**config.mk**
```make
export PLATFORM = sky130hd
export DESIGN_NAME = xif_coproc_frontend
export DESIGN_NICKNAME = d
export VERILOG_FILES = /design/src/rtl/xif_coproc_frontend.sv
export SDC_FILE = /design/constraint.sdc
export NUM_CORES = 1
export LEC_CHECK = 0
export ABC_AREA = 1
export ABC_CLOCK_PERIOD_IN_PS = 17200
export CAP_MARGIN = 0
export CORE_UTILIZATION = 35
export CTS_BUF_LIST = sky130_fd_sc_hd__clkbuf_8
export CTS_CLUSTER_DIAMETER = 150
export DETAILED_ROUTE_END_ITERATION = 10
export PLACE_DENSITY = 0.67
export SYNTH_ARGS = -nofsm -noshare
export SYNTH_HDL_FRONTEND = slang
export SYNTH_SLANG_ARGS = --single-unit
```
**constraint.sdc**
```tcl
create_clock -name clk -period 17.2 [get_ports clk]
set_input_delay 2.58 -clock clk [delete_from_list [all_inputs] [get_ports clk]]
set_output_delay 2.58 -clock clk [all_outputs]
set_load 0.05 [all_outputs]
```
**src/rtl/xif_coproc_frontend.sv**
```systemverilog
// CORE-V-XIF coprocessor front end for the rvfpm FPU: issue decode, in-order
// commit queue feeding the FPU, and a registered result stage back to the CPU.
module xif_coproc_frontend #(
    parameter int unsigned XLEN       = 32,
    parameter int unsigned X_ID_WIDTH = 4,
    parameter int unsigned X_NUM_RS   = 2,
    parameter int unsigned DEPTH      = 4
) (
    input  logic                       clk,
    input  logic                       rst,

    input  logic                       issue_valid,
    output logic                       issue_ready,
    input  logic [31:0]                issue_instr,
    input  logic [X_ID_WIDTH-1:0]      issue_id,
    input  logic [X_NUM_RS*XLEN-1:0]   issue_rs,
    input  logic [X_NUM_RS-1:0]        issue_rs_valid,
    output logic                       issue_accept,
    output logic                       issue_writeback,
    output logic                       issue_loadstore,

    input  logic                       commit_valid,
    input  logic [X_ID_WIDTH-1:0]      commit_id,
    input  logic                       commit_kill,

    output logic                       fpu_valid,
    input  logic                       fpu_ready,
    output logic [31:0]                fpu_instr,
    output logic [X_ID_WIDTH-1:0]      fpu_id,
    output logic [X_NUM_RS*XLEN-1:0]   fpu_rs,

    input  logic                       res_in_valid,
    output logic                       res_in_ready,
    input  logic [X_ID_WIDTH-1:0]      res_in_id,
    input  logic [XLEN-1:0]            res_in_data,
    input  logic [4:0]                 res_in_rd,
    input  logic                       res_in_we,

    output logic                       result_valid,
    input  logic                       result_ready,
    output logic [X_ID_WIDTH-1:0]      result_id,
    output logic [XLEN-1:0]            result_data,
    output logic [4:0]                 result_rd,
    output logic                       result_we
);

    localparam int unsigned PW  = (DEPTH > 1) ? $clog2(DEPTH) : 1;
    localparam int unsigned CW  = $clog2(DEPTH + 1);
    localparam int unsigned RSW = X_NUM_RS * XLEN;

    localparam logic [6:0] OPC_OP_FP   = 7'b1010011;
    localparam logic [6:0] OPC_LOAD_FP = 7'b0000111;
    localparam logic [6:0] OPC_STOR_FP = 7'b0100111;
    localparam logic [6:0] OPC_MADD    = 7'b1000011;
    localparam logic [6:0] OPC_MSUB    = 7'b1000111;
    localparam logic [6:0] OPC_NMSUB   = 7'b1001011;
    localparam logic [6:0] OPC_NMADD   = 7'b1001111;

    // ---------------------------------------------------------------- decode
    logic       dec_acc;
    logic       dec_wb;
    logic       dec_ls;
    logic [6:0] opcode;
    logic [4:0] funct5;

    assign opcode = issue_instr[6:0];
    assign funct5 = issue_instr[31:27];

    always_comb begin
        dec_acc = 1'b0;
        dec_wb  = 1'b0;
        dec_ls  = 1'b0;
        case (opcode)
            OPC_OP_FP: begin
                dec_acc = 1'b1;
                // FP compare/classify/move-to-int and FP->int converts write an integer rd
                dec_wb  = (funct5 == 5'b10100) || (funct5 == 5'b11000) || (funct5 == 5'b11100);
            end
            OPC_LOAD_FP, OPC_STOR_FP: begin
                dec_acc = 1'b1;
                dec_ls  = 1'b1;
            end
            OPC_MADD, OPC_MSUB, OPC_NMSUB, OPC_NMADD: begin
                dec_acc = 1'b1;
            end
            default: ;
        endcase
    end

    assign issue_accept    = dec_acc;
    assign issue_writeback = dec_wb;
    assign issue_loadstore = dec_ls;

    // ----------------------------------------------------------------- queue
    logic [31:0]           instr_q [DEPTH];
    logic [X_ID_WIDTH-1:0] id_q    [DEPTH];
    logic [RSW-1:0]        rs_q    [DEPTH];
    logic [DEPTH-1:0]      vld_q;
    logic [DEPTH-1:0]      cmt_q;
    logic [DEPTH-1:0]      kill_q;
    logic [PW-1:0]         head_q, head_d;
    logic [PW-1:0]         tail_q, tail_d;
    logic [CW-1:0]         count_q, count_d;

    logic                  push;
    logic                  pop;
    logic                  head_cmt;
    logic [DEPTH-1:0]      cm_hit;
    logic                  cm_found;
    logic                  cm_new;
    logic [PW-1:0]         scan_idx;

    // Full check uses the registered count only, so a pop never frees a slot early
    assign issue_ready = !rst && (&issue_rs_valid) && (!dec_acc || (count_q < CW'(DEPTH)));
    assign push        = issue_valid && issue_ready && dec_acc;

    assign head_cmt  = vld_q[head_q] && cmt_q[head_q];
    assign fpu_valid = head_cmt && !kill_q[head_q];
    assign pop       = head_cmt && (kill_q[head_q] || fpu_ready);
    assign fpu_instr = instr_q[head_q];
    assign fpu_id    = id_q[head_q];
    assign fpu_rs    = rs_q[head_q];

    // Scan from the head so a duplicated ID resolves to the oldest entry
    always_comb begin
        cm_hit   = '0;
        cm_found = 1'b0;
        scan_idx = '0;
        for (int unsigned i = 0; i < DEPTH; i++) begin
            scan_idx = head_q + i[PW-1:0];
            if (commit_valid && !cm_found && vld_q[scan_idx] && !cmt_q[scan_idx] &&
                (id_q[scan_idx] == commit_id)) begin
                cm_hit[scan_idx] = 1'b1;
                cm_found         = 1'b1;
            end
        end
        cm_new = commit_valid && push && !cm_found && (issue_id == commit_id);
    end

    always_comb begin
        head_d  = pop  ? head_q + PW'(1) : head_q;
        tail_d  = push ? tail_q + PW'(1) : tail_q;
        count_d = count_q;
        if (push && !pop) begin
            count_d = count_q + CW'(1);
        end else if (pop && !push) begin
            count_d = count_q - CW'(1);
        end
    end

    always_ff @(posedge clk or posedge rst) begin
        if (rst) begin
            head_q  <= '0;
            tail_q  <= '0;
            count_q <= '0;
            vld_q   <= '0;
            cmt_q   <= '0;
            kill_q  <= '0;
            for (int unsigned i = 0; i < DEPTH; i++) begin
                instr_q[i] <= '0;
                id_q[i]    <= '0;
                rs_q[i]    <= '0;
            end
        end else begin
            for (int unsigned i = 0; i < DEPTH; i++) begin
                if (cm_hit[i]) begin
                    cmt_q[i]  <= 1'b1;
                    kill_q[i] <= commit_kill;
                end
            end
            if (pop) begin
                vld_q[head_q]  <= 1'b0;
                cmt_q[head_q]  <= 1'b0;
                kill_q[head_q] <= 1'b0;
            end
            if (push) begin
                instr_q[tail_q] <= issue_instr;
                id_q[tail_q]    <= issue_id;
                rs_q[tail_q]    <= issue_rs;
                vld_q[tail_q]   <= 1'b1;
                cmt_q[tail_q]   <= cm_new;
                kill_q[tail_q]  <= cm_new && commit_kill;
            end
            head_q  <= head_d;
            tail_q  <= tail_d;
            count_q <= count_d;
        end
    end

    // ---------------------------------------------------------- result stage
    logic                  res_valid_q;
    logic [X_ID_WIDTH-1:0] res_id_q;
    logic [XLEN-1:0]       res_data_q;
    logic [4:0]            res_rd_q;
    logic                  res_we_q;

    assign res_in_ready = !res_valid_q || result_ready;

    always_ff @(posedge clk or posedge rst) begin
        if (rst) begin
            res_valid_q <= 1'b0;
            res_id_q    <= '0;
            res_data_q  <= '0;
            res_rd_q    <= '0;
            res_we_q    <= 1'b0;
        end else if (res_in_valid && res_in_ready) begin
            res_valid_q <= 1'b1;
            res_id_q    <= res_in_id;
            res_data_q  <= res_in_data;
            res_rd_q    <= res_in_rd;
            res_we_q    <= res_in_we;
        end else if (result_ready) begin
            res_valid_q <= 1'b0;
        end
    end

    assign result_valid = res_valid_q;
    assign result_id    = res_id_q;
    assign result_data  = res_data_q;
    assign result_rd    = res_rd_q;
    assign result_we    = res_we_q;

endmodule

```
Word level (Yosys, flattened, before mapping). Cells that the tools add are included.

Register bits after elaboration: 462. Bits of input ports: 156. Output and inout port bits: 149.

Add/sub/neg operators: 6. Order comparisons: 17. Equal/unequal tests: 15. Multiplexer cells: 86. Bitwise gates (word level): 13. Reductions and logical operators: 59.

Operators with widths (count): $bwmux 256 (1); $mux 64 (3); $bmux 64 s2 (1); $bwmux 128 (1); $demux 64 s2 (1); $mux 32 (3); $mux 4 (19); $bmux 32 s2 (1); $demux 32 s2 (1); $eq 7x7->1 const B (5); $logic_and 1x1->1 (35); $bmux 4 s2 (4); $mux 1 (31); $eq 4x4->1 (5); $bmux 1 s2 (9); $bwmux 16 (1); $or 4x4->4 (4); $eq 5x5->1 const B (3); $ge 3x3->1 const B (5); $lt 2x3->1 const B (5); $not 2->3 (5); $logic_not 1->1 (14); $and 4x4->4 (3); $demux 1 s2 (5); other kinds (18) (31).

Logic depth before layout (Yosys ltp).
Depth after elaboration: 31. Depth in mapped cells: 24. Gate-level depth less buffers: 18.

Worst setup path after synthesis. OpenSTA, ideal clock, no wires.

Path type: input -> output. From: input rst. To: output issue_ready. Arrival time: 13.777 ns. Data required time: 14.620 ns. Slack: 0.843 ns. Stages: 3. Path buffers: 0. Path through: inv_1 > nand3_1 > a21oi_2.

Word-level cells in the longest chain between the ends: 3.

Ends and longest elaborated chain: start: declaration (line 10) `input logic rst,`; $logic_not 1->1 (no line); $logic_and 1x1->1 (2 in a row) (line 114) `assign issue_ready = !rst && (&issue_rs_valid) && (!dec_acc || (count_q < CW'(DEPTH)));`; end: declaration (line 13) `output logic issue_ready,`.

Every way passes these cells.

Worst setup path after layout.
From: input issue_instr[6]. To: output issue_writeback.

Word-level cells in the longest chain between the ends: 2.

Ends and longest elaborated chain: start: declaration (line 14) `input logic [31:0] issue_instr,`; $eq 7x7->1 (line 73) `case (opcode)`; $mux 1 (line 73); end: declaration (line 19) `output logic issue_writeback,`.

Every way passes these cells.

==> impl_metrics.yaml <==
run_status:
  run_status: "complete, no violations"
global_route:
  antenna_found_initial: 4
  grt_use_total_pct: 20.6
  grt_max_degree: 157
  grt_pass1_wl_um: 101000
  grt_pass1_vias: 18257
  overflow: 0
timing:
  rsz0062_at_grt: "no"
  timing.final.crit_share_pct: 43.0
  fmax_ghz: 0.135
  fin_skew_ns: 0.0216
  max-slew-margin-rel_pct: 32.8
  setup_viol: 0
  worst_pin_slew_ns: 1.00
  timing_hold_violations_final: 0
  tns_ns: 0
  period_needed_ns: 7.39
  maxSlewViolCount: 0
critical_path:
  critPathLaunchType: "primary input"
  worstPathCellList: "clkdlybuf4s50_1 > nor3b_2 > nand3_1 > nor3_1 > clkdlybuf4s50_1"
  reg2reg_to: "count_q[1]"
  slowest_stage: "clkdlybuf4s50_1"
  cp_common_cell: "clkdlybuf4s50_1"
  cp.arrival_ns: 4.81
  cp_slowest_stage_delay_ns: 0.87
  rrSetupSlack_ns: 13.13
  critPathCaptureType: "output pin"
  crit_type: "primary input to output pin"
  worst_ep_required_time_ns: 14.62
  crit_start: "issue_instr[6]"
  r2r_cells: 10
  r2r-start: "head_q[1]"
  crit_fanout: 6
die:
  dieArea_um2: 62000
  fp.dieW_um: 249
  die_h_um: 249
  rows: 90
  io_pins: 305
  core_area_um2: 60400
  start_util_pct: 35.4
cells_and_area:
  final_common_cell: "nand2_1"
  syn_to_final_growth_pct: 24.1
  nFillCells: 5995
  final_cell_mix: "1242 x nand2_1, 460 x dfrtp_1, 304 x clkdlybuf4s50_1"
  final_area_um2: 26500
  nNetsFinal: 3082
  n_antenna_cell: 0
  drive_above_1_share_pct: 7.90
  utilization_pct: 43.9
power_and_ir_drop:
  power_density_nw_per_um2: 99.0
  power_leakage_nw: 13.6
  power.total_mw: 2.62
  ir_worst_vdd_mv: 0.0675
cts:
  cts_hold_buffers: 0
  cts_made_buffers: 82
  root_buffer: "clkbuf_8"
  tritoncts: "done"
  clock_latency_ns: 0.67
  numClockSinks: 462
  max-clock-path-buffers: 3
  htree_levels: 3
  cts_resized: 0
  path_clk_slew_ns: 0.06
  postCtsSetupBuffers: 0
synth:
  synth_compound_area_share_pct: 9.14
  synth_xor_area_share_pct: 0.410
  synthMuxAreaShare_pct: 2.27
  synthTopCellsByArea: "dfrtp_1 54%, nand2_1 22%, o21ai_0 6.0%"
  yosysSeqAreaShare_pct: 54.2
  yosys.area_share.simple_pct: 28.6
  synth_adder_area_share_pct: 0.621
  synth_top_family_by_area: "simple AND/OR/NAND/NOR gates"
  yosysWarnings: 0
  ys_types: 38
  syn_nets: 2836
  yosys_register_bits: 462
  yosys.area.top_type: "dfrtp_1"
  syn_avg_cell_area_um2: 8.00
  synth.top_cell.area_share_pct: 54.2
  ys_dominant_reg_cell: "dfrtp_1"
  synthCells: 2670
  async_flop_share_pct: 100
  synth-edff-count: 0
  syn-cell-area_um2: 21300
placement:
  post_dp_cell_area_um2: 24800
  place_hpwl_um: 36000
  globalplace.congestion: 0.798
  port_buffers: 304
flow_run:
  maxCapViolations: 0
hold_path:
  hold_class: "flop to flop"
  hp-start: "instr_q[65]"
  hold_depth: 1
  hold_path_end: "instr_q[65]"
routing:
  routed_wl_um: 63500
  initialDrtViolationCount: 1434
  wl_per_cell_um: 16.9
  num_vias: 18667
  drc: 0
  dr.pass1.iters: 5
  viasPerCell: 4.97
  antenna_left: 0
-- registers in the layout, indices dropped and copies added (netlist names) --
signal,cells
head_q,2
vld_q,4
kill_q,4
result_data,32
count_q,3
cmt_q,4
tail_q,2
result_rd,5
instr_q,128
result_valid,1
result_we,1
rs_q,256
id_q,16
result_id,4
-- power breakdown --
part | internal [mW] | leakage (nW) | switching (mW)
sequential | 1.13 | 6.21 | 0.0307
combinational | 0.145 | 6.38 | 0.261
clock | 0.577 | 0.957 | 0.475
-- worst max-delay path by stage --
| stage | to | slack, ns |
|---|---|---|
| floorplan | issue_ready | 0.84 |
| global placement | issue_writeback | 9.73 |
| detailed placement | issue_writeback | 9.77 |
| CTS | issue_writeback | 9.77 |
| global route | issue_ready | 9.68 |
| finish | issue_writeback | 9.81 |
-- metal layers --
layer | vias to the layer above | wire [um] | global-route usage [%]
li1 | 8981 | - | -
met1 | 9019 | 28100 | 27.1
met2 | 539 | 29700 | 33.4
met3 | 120 | 4190 | 4.78
met4 | 8 | 1470 | 6.60
met5 | - | 57 | 0
-- worst max-delay path, delay by kind of cell --
kind	cells	cell delay, ns
buffers and inverters	2	1.45
and+or+nand+nor	3	0.78
-- synth_stat cells, drive strengths merged (3+ instances only) --
cell type and instances:
clkbuf 85, xnor2 3, xor2 7, a21oi 22, or2 8, nand4 8, nand2 1254, o21ai 261
ha 9, buf 79, inv 65, nand3b 7, nand3 68, nor3 3, o22ai 83, dfrtp 462
mux2 43, nor2 199
-- through the flow --
stage	worst slack (ns)	hold WS, ns	cells
2_1_floorplan	0.843	0.434	2670
3_3_place_gp	9.73	0.448	3614
3_5_place_dp	9.77	0.453	3614
4_1_cts	9.77	0.465	3757
5_1_grt	9.68	0.470	3757
6_report	9.81	0.461	3757
-- layout make-up --
cell class	instances	area [um^2]	share of cell area [%]
clock buffer	101	1390	5.25
clock inverter	42	290	1.10
inverter	65	274	1.03
multi-input combinational	1979	8780	33.2
sequential	462	11600	43.7
tap	782	978	3.69
timing repair buffer	326	3210	12.1
-- cells by family (layout without fill, tap and decap cells) --
group,count (synthesis),count (layout)
fa+ha+maj,10,10
simple gates,1549,1549
mux,43,43
buf+inv,229,534
xor+xnor,10,10
flops,462,462
compound gates,367,367
No activity file was read; power rests on OpenSTA's default activity.
